[src/rtl/mux_nxw_scan_if.sv]
// rtl/mux_nxw_scan_if.sv - channel data, control and registered output bundle for mux_nxw_scan
interface mux_nxw_scan_if #(
  parameter int WIDTH    = 8,
  parameter int CHANNELS = 4
);
  localparam int SEL_W = $clog2(CHANNELS);

  logic [CHANNELS*WIDTH-1:0] din;
  logic [SEL_W-1:0]          sel;
  logic                      mode;
  logic                      en;
  logic [CHANNELS-1:0]       ch_mask;
  logic [WIDTH-1:0]          dout;
  logic [SEL_W-1:0]          dout_ch;
  logic                      dout_valid;

  modport master (
    output din, sel, mode, en, ch_mask,
    input  dout, dout_ch, dout_valid
  );

  modport slave (
    input  din, sel, mode, en, ch_mask,
    output dout, dout_ch, dout_valid
  );
endinterface

[src/rtl/mux_nxw_scan.sv]
// rtl/mux_nxw_scan.sv - registered N-channel W-bit mux with manual select and masked round-robin scan
module mux_nxw_scan #(
  parameter int WIDTH    = 8,
  parameter int CHANNELS = 4,
  parameter int DWELL    = 4
) (
  input logic          clk,
  input logic          rst_n,
  mux_nxw_scan_if.slave bus
);
  localparam int SEL_W = $clog2(CHANNELS);
  localparam int DW_W  = $clog2(DWELL) + 1;

  logic [WIDTH-1:0] dout_q, dout_d;
  logic [SEL_W-1:0] ch_q, ch_d;
  logic             vld_q, vld_d;
  logic [SEL_W-1:0] ptr_q, ptr_d;
  logic [DW_W-1:0]  dw_q, dw_d;

  logic             sel_ok;
  logic             ptr_hit;
  logic             dwell_last;
  logic [SEL_W-1:0] ptr_next;

  // Pick one channel out of the flattened bus; out-of-range indices read as zero.
  function automatic logic [WIDTH-1:0] chan_data(input logic [CHANNELS*WIDTH-1:0] d,
                                                 input logic [SEL_W-1:0] idx);
    chan_data = '0;
    for (int k = 0; k < CHANNELS; k++) begin
      if (idx == SEL_W'(k)) chan_data = d[k*WIDTH +: WIDTH];
    end
  endfunction

  // Nearest enabled channel after p going upward with wrap; p itself if it is the only one.
  function automatic logic [SEL_W-1:0] next_ptr(input logic [SEL_W-1:0] p,
                                                input logic [CHANNELS-1:0] m);
    logic             found;
    logic [SEL_W-1:0] idx;
    next_ptr = p;
    found    = 1'b0;
    for (int k = 1; k <= CHANNELS; k++) begin
      idx = SEL_W'((int'(p) + k) % CHANNELS);
      if (!found && m[idx]) begin
        next_ptr = idx;
        found    = 1'b1;
      end
    end
  endfunction

  assign sel_ok     = int'(bus.sel) < CHANNELS;
  assign ptr_hit    = bus.ch_mask[ptr_q];
  assign dwell_last = (dw_q == DW_W'(DWELL - 1));
  assign ptr_next   = next_ptr(ptr_q, bus.ch_mask);

  // Next-state selection: hold when disabled, otherwise manual select or one scan step.
  always_comb begin
    dout_d = dout_q;
    ch_d   = ch_q;
    vld_d  = vld_q;
    ptr_d  = ptr_q;
    dw_d   = dw_q;
    if (bus.en) begin
      if (!bus.mode) begin
        dout_d = sel_ok ? chan_data(bus.din, bus.sel) : '0;
        ch_d   = bus.sel;
        vld_d  = sel_ok;
        ptr_d  = '0;
        dw_d   = '0;
      end else if (bus.ch_mask == '0) begin
        dout_d = '0;
        vld_d  = 1'b0;
      end else if (ptr_hit) begin
        dout_d = chan_data(bus.din, ptr_q);
        ch_d   = ptr_q;
        vld_d  = 1'b1;
        if (dwell_last) begin
          dw_d  = '0;
          ptr_d = ptr_next;
        end else begin
          dw_d  = dw_q + DW_W'(1);
        end
      end else begin
        // Current channel was masked off: spend one invalid cycle moving on.
        dout_d = '0;
        vld_d  = 1'b0;
        ptr_d  = ptr_next;
        dw_d   = '0;
      end
    end
  end

  // State and output registers, cleared immediately by reset.
  always_ff @(posedge clk or negedge rst_n) begin
    if (!rst_n) begin
      dout_q <= '0;
      ch_q   <= '0;
      vld_q  <= 1'b0;
      ptr_q  <= '0;
      dw_q   <= '0;
    end else begin
      dout_q <= dout_d;
      ch_q   <= ch_d;
      vld_q  <= vld_d;
      ptr_q  <= ptr_d;
      dw_q   <= dw_d;
    end
  end

  assign bus.dout       = dout_q;
  assign bus.dout_ch    = ch_q;
  assign bus.dout_valid = vld_q;
endmodule

[src/flat_wrapper.sv]
// flat-port wrapper written by rule: the top's interface ports become plain ports
module mux_nxw_scan_flat 
#(
  parameter int WIDTH    = 8,
  parameter int CHANNELS = 4,
  parameter int DWELL    = 4
)
  (clk, rst_n, bus_din, bus_sel, bus_mode, bus_en, bus_ch_mask, bus_dout, bus_dout_ch, bus_dout_valid);
  mux_nxw_scan_if #(.WIDTH(WIDTH), .CHANNELS(CHANNELS)) bus_i ();
  input logic clk;
  input logic rst_n;
  input wire logic [$bits(bus_i.din)-1:0] bus_din;
  input wire logic [$bits(bus_i.sel)-1:0] bus_sel;
  input wire logic [$bits(bus_i.mode)-1:0] bus_mode;
  input wire logic [$bits(bus_i.en)-1:0] bus_en;
  input wire logic [$bits(bus_i.ch_mask)-1:0] bus_ch_mask;
  output wire logic [$bits(bus_i.dout)-1:0] bus_dout;
  output wire logic [$bits(bus_i.dout_ch)-1:0] bus_dout_ch;
  output wire logic [$bits(bus_i.dout_valid)-1:0] bus_dout_valid;
  assign bus_i.din = bus_din;
  assign bus_i.sel = bus_sel;
  assign bus_i.mode = bus_mode;
  assign bus_i.en = bus_en;
  assign bus_i.ch_mask = bus_ch_mask;
  assign bus_dout = bus_i.dout;
  assign bus_dout_ch = bus_i.dout_ch;
  assign bus_dout_valid = bus_i.dout_valid;
  mux_nxw_scan #(.WIDTH(WIDTH), .CHANNELS(CHANNELS), .DWELL(DWELL)) u_core (.clk(clk), .rst_n(rst_n), .bus(bus_i));
endmodule
[config.mk]
export PLATFORM = sky130hd
export DESIGN_NAME = mux_nxw_scan_flat
export DESIGN_NICKNAME = d
export VERILOG_FILES = /design/src/rtl/mux_nxw_scan_if.sv /design/src/rtl/mux_nxw_scan.sv /design/src/flat_wrapper.sv
export SDC_FILE = /design/constraint.sdc
export NUM_CORES = 1
export LEC_CHECK = 0
export BUFFER_PORTS_ARGS = -buffer_cell sky130_fd_sc_hd__buf_2
export CORE_AREA = 5 5 103 66
export DETAILED_ROUTE_END_ITERATION = 10
export DIE_AREA = 0 0 108 71
export GPL_TIMING_DRIVEN = 0
export PLACE_DENSITY = 0.52
export SETUP_SLACK_MARGIN = 0.05
export SYNTH_ARGS = -nofsm -noshare
export SYNTH_HDL_FRONTEND = slang
export SYNTH_SLANG_ARGS = --single-unit
[constraint.sdc]
create_clock -name clk -period 2.63 [get_ports clk]
set_input_delay 0.526 -clock clk [delete_from_list [all_inputs] [get_ports clk]]
set_output_delay 0.526 -clock clk [all_outputs]
set_load 0.01 [all_outputs]
==> flow_summary.json, run 1 <==
{
  "status": "complete, no violations",
  "place_hpwl_um": 3820,
  "antenna_found_initial": 0,
  "min_path_type": "primary input to asynchronous set/reset pin",
  "start_util": 0.288,
  "critPathMaxFanout": 10,
  "cts.sinks": 16,
  "io_buffers": 47,
  "worstMarginPinSlew_ns": 0.574,
  "required_ns": 2.79,
  "relSlewSlack": 0.617,
  "ff2ff_path_depth": 7,
  "die_y_um": 71,
  "routed_wl_um": 4960,
  "cts_hold_buf": 0,
  "synth_top_area_share": 0.239,
  "setup_viol": 0,
  "synth_area_per_cell_um2": 9.37,
  "cts_tree": "built",
  "critPathKind": "flip-flop to flip-flop",
  "min_period_ns": 2.42,
  "tns_ns": 0,
  "synth-seq-cells": 16,
  "grt_pass1_wl_um": 7890,
  "grt_max_degree": 17,
  "drv_cap": 0,
  "synth_nets": 226,
  "fmax_ghz": 0.413,
  "p_leak_nw": 0.869,
  "clock_latency_ns": 0.25,
  "fillerInstances": 636,
  "drive_gt1_frac": 0.424,
  "htreeDepth": 1,
  "vdd_ir_drop_max_mv": 0.296,
  "boundaryPins": 53,
  "place_area_um2": 2020,
  "r2r_setup_slack_ns": 0.21,
  "yosysMostFrequentCell": "nand2_1",
  "power_per_cell_area_nw_per_um2": 742,
  "r2r_end": "u_core.ptr_q[0]$_DFFE_PN0P_",
  "multi_input_area_um2": 1120,
  "gp_congestion": 0.877,
  "synth_cell_type_count": 38,
  "cts_buffer_depth": 2,
  "gr-usage-all-layers": 0.129,
  "regArea_um2": 400,
  "start_kind": "flip-flop",
  "grt_pass1_vias": 1546,
  "final_max_slew_viol_count": 0,
  "grt_setup_unrepaired": "no",
  "route.detailed.drc": 0,
  "synth_common_cells": "18 x nand2_1, 16 x dfrtp_1, 14 x nor2_1",
  "skew_ns": 0.00387,
  "cp-end-kind": "flip-flop",
  "yosys-top-cells-area": "dfrtp_1 24%, mux4_2 16%, a31oi_2 5.2%, o21ai_2 5.2%, a221oi_1 4.2%",
  "hold_viol": 0,
  "synthCells": 179,
  "grt_overflow": 0,
  "cts-root-buf": "clkbuf_8",
  "design_area_um2": 2060,
  "clk_pin_slew_ns": 0.07,
  "die_area_um2": 7670,
  "synth-edff-count": 0,
  "drtPass1Iterations": 4,
  "worstPathArrival_ns": 2.58,
  "yosysTopAreaCell": "dfrtp_1",
  "via_per_inst": 5.01,
  "synth_area_um2": 1680,
  "fin_crit_sh": 0.922,
  "yosysSeqAreaShare": 0.239,
  "ys_async_sr_fraction": 1.00,
  "yosys_most_used_dff": "dfrtp_1",
  "core_um2": 5840,
  "rows": 22,
  "n_antenna_cell": 0,
  "vias": 1568,
  "num-nets-final": 278,
  "timing.rr.start": "u_core.ptr_q[0]$_DFFE_PN0P_",
  "ant_nets": 0,
  "die_x_um": 108,
  "wl_per_cell_um": 15.8,
  "cts_buffers": 3,
  "first_iter_violations": 98,
  "yosys_warnings": 0,
  "timing.hold.ws_ns": 0.203,
  "area_growth_pct": 22.9
}
==> cells in the final DEF (no fill, tap or decap), types with 2 or more instances in the layout <==
cell      instances
a21oi_1          11
o22ai_1           4
and2_1            9
mux4_2           12
nor2_1           14
nand2_1          18
a31oi_2           7
o21ai_2          10
a32oi_1           2
ha_1              5
clkbuf_1          3
nor2b_1           3
dfrtp_1          16
buf_4             3
inv_1            13
nand3b_1          8
a221oi_1          8
buf_6             3
mux2i_1           5
buf_2            53
clkbuf_8          3
==> worst max-delay path by stage <==
stage / cells after the start / slack (ns) / end / startpoint
finish: 7 / 0.21 / u_core.ptr_q[0]$_DFFE_PN0P_ / u_core.ptr_q[0]$_DFFE_PN0P_
CTS: 7 / 0.21 / u_core.ptr_q[0]$_DFFE_PN0P_ / u_core.ptr_q[0]$_DFFE_PN0P_
detailed placement: 7 / 0.07 / u_core.ptr_q[0]$_DFFE_PN0P_ / u_core.ptr_q[1]$_DFFE_PN0P_
global placement: 7 / 0.03 / u_core.ptr_q[1]$_DFFE_PN0P_ / u_core.ptr_q[1]$_DFFE_PN0P_
floorplan: 7 / 0.40 / u_core.ptr_q[0]$_DFFE_PN0P_ / u_core.ptr_q[1]$_DFFE_PN0P_
global route: 7 / 0.07 / u_core.ptr_q[1]$_DFFE_PN0P_ / u_core.ptr_q[0]$_DFFE_PN0P_
==> what timing repair did <==
action                     in CTS  in global routing
setup endpoints to repair       1                  2
buffers inserted                0                  0
pin swaps                       0                  0
gates resized for setup         1                  3
==> area by class of cell <==
| class | instances | share of cell area |
|---|---|---|
| Buffer | 17 | 0.0516 |
| Clock buffer | 3 | 0.0200 |
| Inverter | 13 | 0.0237 |
| Multi-Input combinational cell | 133 | 0.546 |
| Sequential cell | 16 | 0.194 |
| Tap cell | 84 | 0.0510 |
| Timing Repair Buffer | 47 | 0.114 |
==> sequential cells by signal, indices dropped and copies added (netlist names) <==
register	count
u_core.bus.dout	8
u_core.bus.dout_ch	2
u_core.bus.dout_valid	1
u_core.dw_q	3
u_core.ptr_q	2
==> metrics by stage <==
stage          std cells  power [W]   util  setup WS, ns
6_report             313    0.00153  0.353         0.206
5_1_grt              313    0.00166  0.353        0.0687
4_1_cts              313    0.00153  0.353         0.211
3_5_place_dp         310    0.00134  0.346        0.0687
3_3_place_gp         310    0.00134  0.346        0.0260
2_1_floorplan        179    0.00109      -         0.405
==> metal layers <==
metal / vias up / global-route usage / part of all wire
met5: - / 0 / 0
met4: 0 / 0.0182 / 0.0030
met3: 2 / 0.0410 / 0.061
met2: 50 / 0.191 / 0.44
met1: 751 / 0.188 / 0.49
li1: 765 / - / -
==> power breakdown <==
group          leakage (nW)  total, W  switching, W  internal, W
Sequential            0.194  0.000363     0.0000563     0.000306
Combinational         0.654  0.000980      0.000536     0.000444
Clock                0.0216  0.000187     0.0000853     0.000102
==> worst max-delay path: stages (launching register included) <==
cell	delay [ns]
dfrtp_1	0.50
buf_4	0.25
inv_1	0.09
ha_1	0.38
mux4_2	0.53
nor2b_1	0.17
o2111ai_2	0.17
mux2i_1	0.25
==> cells by family after synthesis <==
family / count (synthesis) / synth area share
compound gates: 51 / 0.254
simple gates: 60 / 0.189
buf+inv: 30 / 0.0910
mux: 17 / 0.191
fa+ha+maj: 5 / 0.0373
flops: 16 / 0.239
No activity file was read; power rests on OpenSTA's default activity.
==> run 2, diff against run 1 <==
--- a/config.mk
+++ b/config.mk
@@ -6,12 +6,13 @@
 export NUM_CORES = 1
 export LEC_CHECK = 0
 export BUFFER_PORTS_ARGS = -buffer_cell sky130_fd_sc_hd__buf_2
-export CORE_AREA = 5 5 103 66
+export CORE_AREA = 2 2 81 52
 export DETAILED_ROUTE_END_ITERATION = 10
-export DIE_AREA = 0 0 108 71
+export DIE_AREA = 0 0 83 54
 export GPL_TIMING_DRIVEN = 0
-export PLACE_DENSITY = 0.52
+export PLACE_DENSITY = 0.73
 export SETUP_SLACK_MARGIN = 0.05
+export SLEW_MARGIN = 20
 export SYNTH_ARGS = -nofsm -noshare
 export SYNTH_HDL_FRONTEND = slang
 export SYNTH_SLANG_ARGS = --single-unit
==> run 2 against run 1 <==
Cell count down 11%. Worst hold slack got worse by 0.021 ns. Utilization grew 17 points. Die area down 42%. Combinational power down 1%. Final area decreased by 1.5%. First-iteration DRC count rose by 10%. Global-route usage rose by 7.5 points. Critical path depth is the same. Worst setup slack gained 0.056 ns. Clock skew down 0.0023 ns.
==> flow_summary.json, run 2 (synthesized netlist as in run 1, its figures left out) <==
{
  "status": "complete, no violations",
  "fillerInstances": 370,
  "critPathMaxFanout": 10,
  "min_period_ns": 2.37,
  "path_cells": "clkbuf_2, inv_1, ha_1, mux4_2, nor2b_1, o2111ai_2, mux2i_1",
  "drive_gt1_frac": 0.422,
  "htreeDepth": 1,
  "post-route-util": 0.528,
  "critPathMaxStageDelay_ns": 0.52,
  "die_area_um2": 4480,
  "cts-root-buf": "clkbuf_8",
  "p_leak_nw": 0.873,
  "start_util": 0.436,
  "clk_pin_slew_ns": 0.06,
  "skew_ns": 0.00160,
  "boundaryPins": 53,
  "grt_setup_unrepaired": "no",
  "io_buffers": 47,
  "critPathKind": "flip-flop to flip-flop",
  "min_path_type": "primary input to asynchronous set/reset pin",
  "p_int_w": 0.000881,
  "rows": 18,
  "cts_buffers": 3,
  "gp_congestion": 0.982,
  "vias": 1564,
  "die_x_um": 83,
  "required_ns": 2.79,
  "multi_input_area_um2": 1120,
  "first_iter_violations": 108,
  "cp_slowest_cell": "mux4_2",
  "crit_family": "multiplexers",
  "switching_share": 0.430,
  "grt_pass1_wl_um": 7230,
  "combPwrFrac": 0.628,
  "start_kind": "flip-flop",
  "ant_nets": 0,
  "final_max_slew_viol_count": 0,
  "die_y_um": 54,
  "core_um2": 3850,
  "via_per_inst": 5.59,
  "routed_wl_um": 4290,
  "p_sw_w": 0.000664,
  "crit_buf_inv": 2,
  "antenna_found_initial": 0,
  "route.detailed.drc": 0,
  "vdd_ir_drop_max_mv": 0.359,
  "grt_pass1_vias": 1524,
  "drv_cap": 0,
  "relSlewSlack": 0.629,
  "clkPwrFrac": 0.139,
  "r2r_end": "u_core.ptr_q[0]$_DFFE_PN0P_",
  "wl_per_cell_um": 15.3,
  "largest_reg_flops": 8,
  "final_cell_mix": "52 x buf_2, 18 x nand2_1, 16 x dfrtp_1",
  "num-nets-final": 278,
  "clock_latency_ns": 0.25,
  "grt_max_degree": 17,
  "drtPass1Iterations": 5,
  "grt_overflow": 0,
  "postLayoutSetupSlackWorst_ns": 0.262,
  "regArea_um2": 400,
  "cts_buffer_depth": 2,
  "hold_viol": 0,
  "power_per_cell_area_nw_per_um2": 760,
  "dp_slack_ns": 0.0833,
  "cts.sinks": 16,
  "place_area_um2": 1980,
  "ff2ff_path_depth": 7,
  "gr-usage-all-layers": 0.204,
  "cp-end-kind": "flip-flop",
  "n_antenna_cell": 0,
  "seq_power_share": 0.234,
  "setup_viol": 0,
  "timing.rr.start": "u_core.ptr_q[1]$_DFFE_PN0P_",
  "tns_ns": 0,
  "post-cts-setup-buffers": 0,
  "fmax_ghz": 0.422,
  "timing.hold.ws_ns": 0.181,
  "cts_tree": "built",
  "area_growth_pct": 21.1,
  "layout_commonest_cell": "buf_2",
  "worstPathArrival_ns": 2.53,
  "design_area_um2": 2030,
  "place_hpwl_um": 3380,
  "fin_crit_sh": 0.901,
  "r2r_setup_slack_ns": 0.26,
  "worstMarginPinSlew_ns": 0.557
}
[run 2: changes by cell type in the layout (fill, tap and decap cells not counted)]
cell and change:
buf_2 -1, clkbuf_8 +1, clkbuf_1 +1
[run 2: worst register-to-register path, stage by stage, from the launching register on]
cell	delay, ns
dfrtp_1	0.43
clkbuf_2	0.26
inv_1	0.13
ha_1	0.38
mux4_2	0.52
nor2b_1	0.16
o2111ai_2	0.17
mux2i_1	0.24
[run 2: worst max path at each step]
| stage | start | endpoint | slack, ns | depth (start not counted) |
|---|---|---|---|---|
| after floorplan | u_core.ptr_q[1]$_DFFE_PN0P_ | u_core.ptr_q[0]$_DFFE_PN0P_ | 0.40 | 7 |
| after global placement | u_core.ptr_q[1]$_DFFE_PN0P_ | u_core.ptr_q[0]$_DFFE_PN0P_ | 0.11 | 7 |
| after detailed placement | u_core.ptr_q[1]$_DFFE_PN0P_ | u_core.ptr_q[0]$_DFFE_PN0P_ | 0.08 | 7 |
| after CTS | u_core.ptr_q[1]$_DFFE_PN0P_ | u_core.ptr_q[0]$_DFFE_PN0P_ | 0.06 | 7 |
| after global routing | u_core.ptr_q[1]$_DFFE_PN0P_ | u_core.bus.dout[3]$_DFFE_PN0P_ | 0.07 | 8 |
| final | u_core.ptr_q[1]$_DFFE_PN0P_ | u_core.ptr_q[0]$_DFFE_PN0P_ | 0.26 | 7 |
[run 2: per-layer routing]
metal,share of wire,wire length (um),vias up,GRT usage
li1,-,-,770,-
met1,0.48,2080,744,0.297
met4,0.0028,12,0,0.0301
met3,0.074,318,2,0.0353
met5,0,0,-,0
met2,0.44,1880,48,0.329
[run 2: cell type report]
type,instances,area share
plain buffers,17,0.0517
multi-input cells,133,0.554
inverters,13,0.0240
well taps,50,0.0308
clock buffers,4,0.0271
repair buffers,47,0.116
flip-flops and latches,16,0.197
[run 2: what timing repair did]
| item | CTS | global route |
|---|---|---|
| gates resized for setup | 0 | 2 |
| hold buffers | 0 | 0 |
| endpoints found under the setup margin | 0 | 5 |
[run 2: power groups by stage]
stage / Combinational [W] / Clock (W) / Sequential [W]
3_3_place_gp: 0.000949 / 0 / 0.000362
5_1_grt: 0.00107 / 0.000230 / 0.000374
6_report: 0.000969 / 0.000214 / 0.000361
4_1_cts: 0.000964 / 0.000220 / 0.000361
3_5_place_dp: 0.000963 / 0 / 0.000363
2_1_floorplan: 0.000715 / 0 / 0.000376
[run 2: stage by stage]
step                power [W]  std cells
CTS                   0.00154        280
finish                0.00154        280
floorplan             0.00109        179
detailed placement    0.00133        276
global route          0.00168        280
global placement      0.00131        276
